## config.mk

```make
export PLATFORM = sky130hd
export DESIGN_NAME = ob_cmd_mux
export DESIGN_NICKNAME = d
export VERILOG_FILES = /design/src/rtl/ob_pkg.sv /design/src/rtl/ob_cmd_mux.sv
export SDC_FILE = /design/constraint.sdc
export NUM_CORES = 1
export LEC_CHECK = 0
export BUFFER_PORTS_ARGS = -buffer_cell sky130_fd_sc_hd__clkbuf_2
export CAP_MARGIN = 20
export CORE_MARGIN = 4
export CORE_UTILIZATION = 35
export DETAILED_ROUTE_END_ITERATION = 8
export PLACE_DENSITY = 0.51
export SETUP_SLACK_MARGIN = 0.5
export SLEW_MARGIN = 20
export SYNTH_ARGS = -nofsm -noshare
export SYNTH_HDL_FRONTEND = slang
export SYNTH_SLANG_ARGS = --single-unit
```

## constraint.sdc

```tcl
create_clock -name clk -period 4.5 [get_ports clk]
set_input_delay 0.9 -clock clk [delete_from_list [all_inputs] [get_ports clk]]
set_output_delay 0.9 -clock clk [all_outputs]
set_load 0.01 [all_outputs]
```

## src/rtl/ob_pkg.sv

```systemverilog
// Command and response payloads exchanged between clients, the concentrator and the order book.
package ob_pkg;

  typedef enum logic [1:0] {
    OP_BUY    = 2'd0,
    OP_SELL   = 2'd1,
    OP_CANCEL = 2'd2,
    OP_MODIFY = 2'd3
  } op_t;

  typedef struct packed {
    op_t         op;
    logic [15:0] uid;
    logic [15:0] price;
    logic [15:0] qty;
  } cmd_t;

  typedef struct packed {
    logic [15:0] uid;
    logic [1:0]  status;
    logic [15:0] qty;
  } rsp_t;

endpackage

```

## src/rtl/ob_cmd_mux.sv

```systemverilog
// N-channel concentrator: per-channel command FIFOs, round-robin issue into ob,
// and an in-flight tag FIFO that steers in-order ob responses back to their channel.
module ob_cmd_mux
  import ob_pkg::*;
#(
  parameter int unsigned N_CH     = 4,
  parameter int unsigned DEPTH    = 4,
  parameter int unsigned INFLIGHT = 8
) (
  input  logic            clk,
  input  logic            rst,
  input  logic [N_CH-1:0] ch_cmd_vld_r,
  input  cmd_t [N_CH-1:0] ch_cmd_r,
  output logic [N_CH-1:0] ch_cmd_full_r,
  output logic [N_CH-1:0] ch_rsp_vld,
  output rsp_t            ch_rsp,
  input  logic [N_CH-1:0] ch_rsp_accept,
  output logic            ob_cmd_vld_r,
  output cmd_t            ob_cmd_r,
  input  logic            ob_cmd_full_r,
  input  logic            ob_rsp_vld,
  input  rsp_t            ob_rsp,
  output logic            ob_rsp_accept,
  output logic [N_CH-1:0] ovf_r,
  output logic            spur_r
);

  localparam int unsigned CW     = (N_CH > 1) ? $clog2(N_CH) : 1;
  localparam int unsigned AW     = $clog2(DEPTH);
  localparam int unsigned IW     = (INFLIGHT > 1) ? $clog2(INFLIGHT) : 1;
  localparam int unsigned IDEPTH = 1 << IW;

  cmd_t            fifo_mem     [N_CH][DEPTH];
  logic [AW-1:0]   fifo_wr      [N_CH];
  logic [AW-1:0]   fifo_rd      [N_CH];
  logic [AW:0]     fifo_cnt     [N_CH];
  logic [AW:0]     fifo_cnt_nxt [N_CH];
  logic [N_CH-1:0] push;
  logic [N_CH-1:0] pop;
  logic [N_CH-1:0] nonempty;

  logic [CW-1:0]   rr_ptr;
  logic [CW-1:0]   grant;
  logic [CW:0]     scan;
  logic            found;
  logic            issue;

  logic [CW-1:0]   if_mem [IDEPTH];
  logic [IW-1:0]   if_wr;
  logic [IW-1:0]   if_rd;
  logic [IW:0]     if_cnt;
  logic            if_empty;
  logic            if_pop;
  logic [CW-1:0]   if_head;

  // Pushes are gated by the registered full, so a slot freed this cycle is not reusable yet.
  always_comb begin
    push     = '0;
    nonempty = '0;
    for (int i = 0; i < N_CH; i++) begin
      push[i]     = ch_cmd_vld_r[i] & ~ch_cmd_full_r[i];
      nonempty[i] = (fifo_cnt[i] != '0);
    end
  end

  always_comb begin
    fifo_cnt_nxt = '{default: '0};
    for (int i = 0; i < N_CH; i++) begin
      fifo_cnt_nxt[i] = fifo_cnt[i] + (AW+1)'(push[i]) - (AW+1)'(pop[i]);
    end
  end

  // Round-robin: first non-empty channel at or after rr_ptr; in-flight limit uses the registered count.
  always_comb begin
    grant = '0;
    found = 1'b0;
    scan  = '0;
    for (int k = 0; k < N_CH; k++) begin
      scan = {1'b0, rr_ptr} + (CW+1)'(k);
      if (scan >= (CW+1)'(N_CH)) begin
        scan = scan - (CW+1)'(N_CH);
      end
      if (!found && nonempty[CW'(scan)]) begin
        found = 1'b1;
        grant = CW'(scan);
      end
    end
    issue = found & ~ob_cmd_full_r & (if_cnt < (IW+1)'(INFLIGHT));
    pop   = issue ? (N_CH'(1) << grant) : '0;
  end

  assign if_empty = (if_cnt == '0);
  assign if_head  = if_mem[if_rd];

  // Responses with nothing in flight are swallowed so ob never stalls on them.
  always_comb begin
    ch_rsp_vld = '0;
    if (ob_rsp_vld && !if_empty) begin
      ch_rsp_vld[if_head] = 1'b1;
    end
    ch_rsp        = ob_rsp;
    ob_rsp_accept = if_empty ? ob_rsp_vld : ch_rsp_accept[if_head];
    if_pop        = ob_rsp_vld & ob_rsp_accept & ~if_empty;
  end

  always_ff @(posedge clk or negedge rst) begin
    if (!rst) begin
      for (int i = 0; i < N_CH; i++) begin
        for (int d = 0; d < DEPTH; d++) begin
          fifo_mem[i][d] <= '0;
        end
        fifo_wr[i]  <= '0;
        fifo_rd[i]  <= '0;
        fifo_cnt[i] <= '0;
      end
      ch_cmd_full_r <= '0;
      ovf_r         <= '0;
    end else begin
      for (int i = 0; i < N_CH; i++) begin
        if (push[i]) begin
          fifo_mem[i][fifo_wr[i]] <= ch_cmd_r[i];
          fifo_wr[i]              <= fifo_wr[i] + AW'(1);
        end
        if (pop[i]) begin
          fifo_rd[i] <= fifo_rd[i] + AW'(1);
        end
        fifo_cnt[i]      <= fifo_cnt_nxt[i];
        ch_cmd_full_r[i] <= (fifo_cnt_nxt[i] == (AW+1)'(DEPTH));
        if (ch_cmd_vld_r[i] && ch_cmd_full_r[i]) begin
          ovf_r[i] <= 1'b1;
        end
      end
    end
  end

  always_ff @(posedge clk or negedge rst) begin
    if (!rst) begin
      ob_cmd_vld_r <= 1'b0;
      ob_cmd_r     <= '0;
      rr_ptr       <= '0;
    end else begin
      ob_cmd_vld_r <= issue;
      if (issue) begin
        ob_cmd_r <= fifo_mem[grant][fifo_rd[grant]];
        rr_ptr   <= (grant == CW'(N_CH - 1)) ? '0 : grant + CW'(1);
      end
    end
  end

  always_ff @(posedge clk or negedge rst) begin
    if (!rst) begin
      for (int d = 0; d < IDEPTH; d++) begin
        if_mem[d] <= '0;
      end
      if_wr  <= '0;
      if_rd  <= '0;
      if_cnt <= '0;
      spur_r <= 1'b0;
    end else begin
      if (issue) begin
        if_mem[if_wr] <= grant;
        if_wr         <= if_wr + IW'(1);
      end
      if (if_pop) begin
        if_rd <= if_rd + IW'(1);
      end
      if_cnt <= if_cnt + (IW+1)'(issue) - (IW+1)'(if_pop);
      if (ob_rsp_vld && if_empty) begin
        spur_r <= 1'b1;
      end
    end
  end

endmodule

```

==> results.yml <==
clock_network:
  cts_made_buffers: 104
  cts.repair_timing.setup_buffer_count: 0
  clock_path_buffers: 3
  clock_tree_from_tritoncts: "built"
  htreeDepth: 3
  clock_tree.root_cell: "clkbuf_16"
  worst_skew_pair.late_latency_ns: 0.68
  clk_pin_slew_ns: 0.06
  clock_sink_count: 916
floorplanning:
  io_pins: 345
  die_area_sq_um: 128000
  initial_utilization_pct: 35.4
  die_width_um: 357
  placement_rows: 127
  design.core.area_sq_um: 120000
  die_height_um: 357
detailed_routing:
  routed-via-count: 27500
  post_drt_wl_per_cell_um: 26.7
  drt_pass1_iterations: 5
  drc_errors: 0
  via_per_inst: 5.34
  drt_first_iter_violations: 1598
  drt-total-wl_um: 137000
  number_of_routed_nets_with_antenna_violations: 0
timing:
  minimum_clock_period_ns: 3.72
  final.period_utilization_pct: 82.7
  tightestPinTransition_ns: 1.15
  rsz_0062_raised_after_global_routing: "no"
  setup-violations-final: 0
  setup-tns-final_ns: 0
  slew_violations: 0
  fmax_mhz: 269
  finalHoldViolCount: 0
  clock-skew-final_ns: 0.0230
  maxSlewHeadroom_pct: 23.5
  hold-worst-slack_ns: 0.275
worst_setup_path:
  regToRegStartpoint: "fifo_cnt[10]"
  critPathArrivalTime_ns: 2.82
  start_kind: "flop"
  critical_path.max_fanout: 6
  cp_data_required_time_ns: 3.60
  category_of_the_most_critical_setup_path: "flop to primary output"
  reg2reg_slack_ns: 0.83
  timing.rr.end: "ch_cmd_full_r[3]"
  setup.worst_path.end_class: "primary output"
  worst_r2r_path_depth: 13
placed_design:
  post-place-cells: 4938
  gp_congestion: 0.753
  post_dp_cell_area_sq_um: 45900
  io_buffer_count: 276
  hpwlAfterDp_um: 81400
synthesis:
  synthesis.area_sq_um: 42700
  yosysWarnings: 0
  synth_cells: 3249
  register_bit_count_reported_by_yosys: 916
  synth_async_reset_ratio_pct: 100
  syn_nets: 3532
  synth_cell_types: 48
  synth_enable_flop_cells: 0
  seq_area_frac_synth_pct: 53.7
  postSynth.topFlopCell: "dfrtp_1"
  syn_area_per_cell_sq_um: 13.1
power_and_ir_drop:
  power.density_cell_area_nw_per_um2: 883
  max-vdd-ir-drop_uv: 885
  p_leak_nw: 22.0
global_routing:
  antenna_found_initial: 19
  grt_first_pass_wirelength_um: 202000
  gr-usage-all-layers_pct: 21.4
  pin_count_of_the_biggest_net_entering_global_routing: 160
  first_global_vias: 28800
  grt.overflow.total: 0
final_layout:
  area_delta_synth_final_pct: 16.3
  layout.nets: 3716
  nFillCells: 11500
  design_area_sq_um: 49600
  utilization_pct: 41.2
  layout-drive-gt1-share_pct: 39.5
  post_layout_nonfiller_instances: 5143
job:
  max_cap_viol_count: 0
outcome:
  outcome: "completed"
worst_hold_path:
  worstHoldPathType: "input port to async pin"
## kinds of logic (layout without fill, tap and decap cells)
| kind of cell | after synthesis | in the layout | synth area share [%] |
|---|---|---|---|
| simple gates | 399 | 400 | 4.67 |
| buf+inv | 318 | 586 | 3.23 |
| xor+xnor | 26 | 26 | 0.534 |
| flops | 916 | 916 | 53.7 |
| compound gates | 387 | 387 | 6.80 |
| fa+ha+maj | 37 | 37 | 1.17 |
| other cells | 0 | 13 | 0 |
| mux | 1166 | 1166 | 29.9 |
## worst max-delay path, stage by stage (launching register included)
cell      delay (ns)
dfrtp_1         0.54
mux4_2          0.57
mux2i_2         0.31
mux2i_1         0.22
mux2i_1         0.09
mux2_2          0.28
clkbuf_2        0.13
## power breakdown
group | internal (mW) | switching, mW
clock | 5.30 | 3.57
combinational | 9.05 | 11.1
sequential | 12.5 | 2.30
## state kept, by name, summed over array words and instances, names as in the netlist, 2 cells and up
| name | count |
|---|---|
| if_wr | 3 |
| ovf_r | 4 |
| fifo_cnt | 12 |
| if_cnt | 4 |
| fifo_wr | 8 |
| ob_cmd_r | 50 |
| ch_cmd_full_r | 4 |
| fifo_rd | 8 |
| if_rd | 3 |
| fifo_mem | 800 |
| if_mem | 16 |
| rr_ptr | 2 |
## cells in the mapped netlist, drive strengths merged, types with 4 or more instances
cell	instances	area [sq um]
a221oi	49	429
ha	32	400
nor3b	4	30.0
fa	5	100
inv	37	139
dfrtp	916	22900
nor2b	5	31.3
nand2	196	736
o21ai	15	75.1
a211oi	203	1520
or3	6	42.5
mux2i	352	3520
nor2	61	229
xnor2	19	166
a21o	6	45.0
a32oi	51	447
buf	162	791
mux2	810	9120
and4	51	447
nor3	9	50.1
mux4	4	90.1
a21oi	52	260
clkbuf	119	447
and2	52	325
xor2	7	61.3
## repair_timing
item	4_1_cts	5_1_grt
setup endpoints to repair	0	21
hold buffers	0	0
gates resized for setup	0	4
hold endpoints to repair	0	0
## worst max path at each step
stage	from	endpoint	slack (ns)
floorplan	fifo_cnt[10]	ch_cmd_full_r[3]	0.91
global route	fifo_cnt[0]	ch_cmd_full_r[0]	0.51
CTS	if_rd[0]	ob_rsp_accept	0.56
global placement	fifo_cnt[10]	ob_cmd_r[19]	0.71
finish	if_rd[0]	ob_rsp_accept	0.78
detailed placement	fifo_cnt[10]	ob_cmd_r[22]	0.63
## area by class of cell
| class | instances | area [sq um] | area share [%] |
|---|---|---|---|
| multi-input combinational | 2016 | 18600 | 37.5 |
| clock inverter | 43 | 445 | 0.898 |
| tap | 1612 | 2020 | 4.07 |
| sequential | 916 | 22900 | 46.2 |
| antenna | 13 | 32.5 | 0.0656 |
| inverter | 37 | 155 | 0.313 |
| timing repair buffer | 358 | 2290 | 4.61 |
| clock buffer | 148 | 3140 | 6.34 |
## per-layer routing
layer	track usage (%)	routed length, um
met3	4.19	7010
met4	6.15	3280
met2	34.4	63900
met1	29.6	63000
met5	0	100
## through the flow
step | worst slack (ns) | total power [mW]
floorplan | 0.910 | 28.6
global placement | 0.707 | 34.8
detailed placement | 0.634 | 35.1
CTS | 0.564 | 44.1
global route | 0.508 | 46.6
finish | 0.779 | 43.8
## cell usage in the layout (no fill, tap or decap), types with 32 or more instances in the layout
cell | synthesis | final
a211oi_1 | 203 | 203
a21oi_1 | 52 | 52
a221oi_1 | 49 | 49
a32oi_1 | 51 | 51
and2_1 | 52 | 51
and4_1 | 51 | 51
buf_4 | 35 | 59
clkbuf_16 | 0 | 108
clkbuf_2 | 0 | 275
dfrtp_1 | 916 | 916
ha_1 | 32 | 32
inv_1 | 36 | 34
mux2_2 | 810 | 810
mux2i_1 | 352 | 351
nand2_1 | 196 | 180
nor2_1 | 61 | 59
Power figures use the tool's default switching activity.
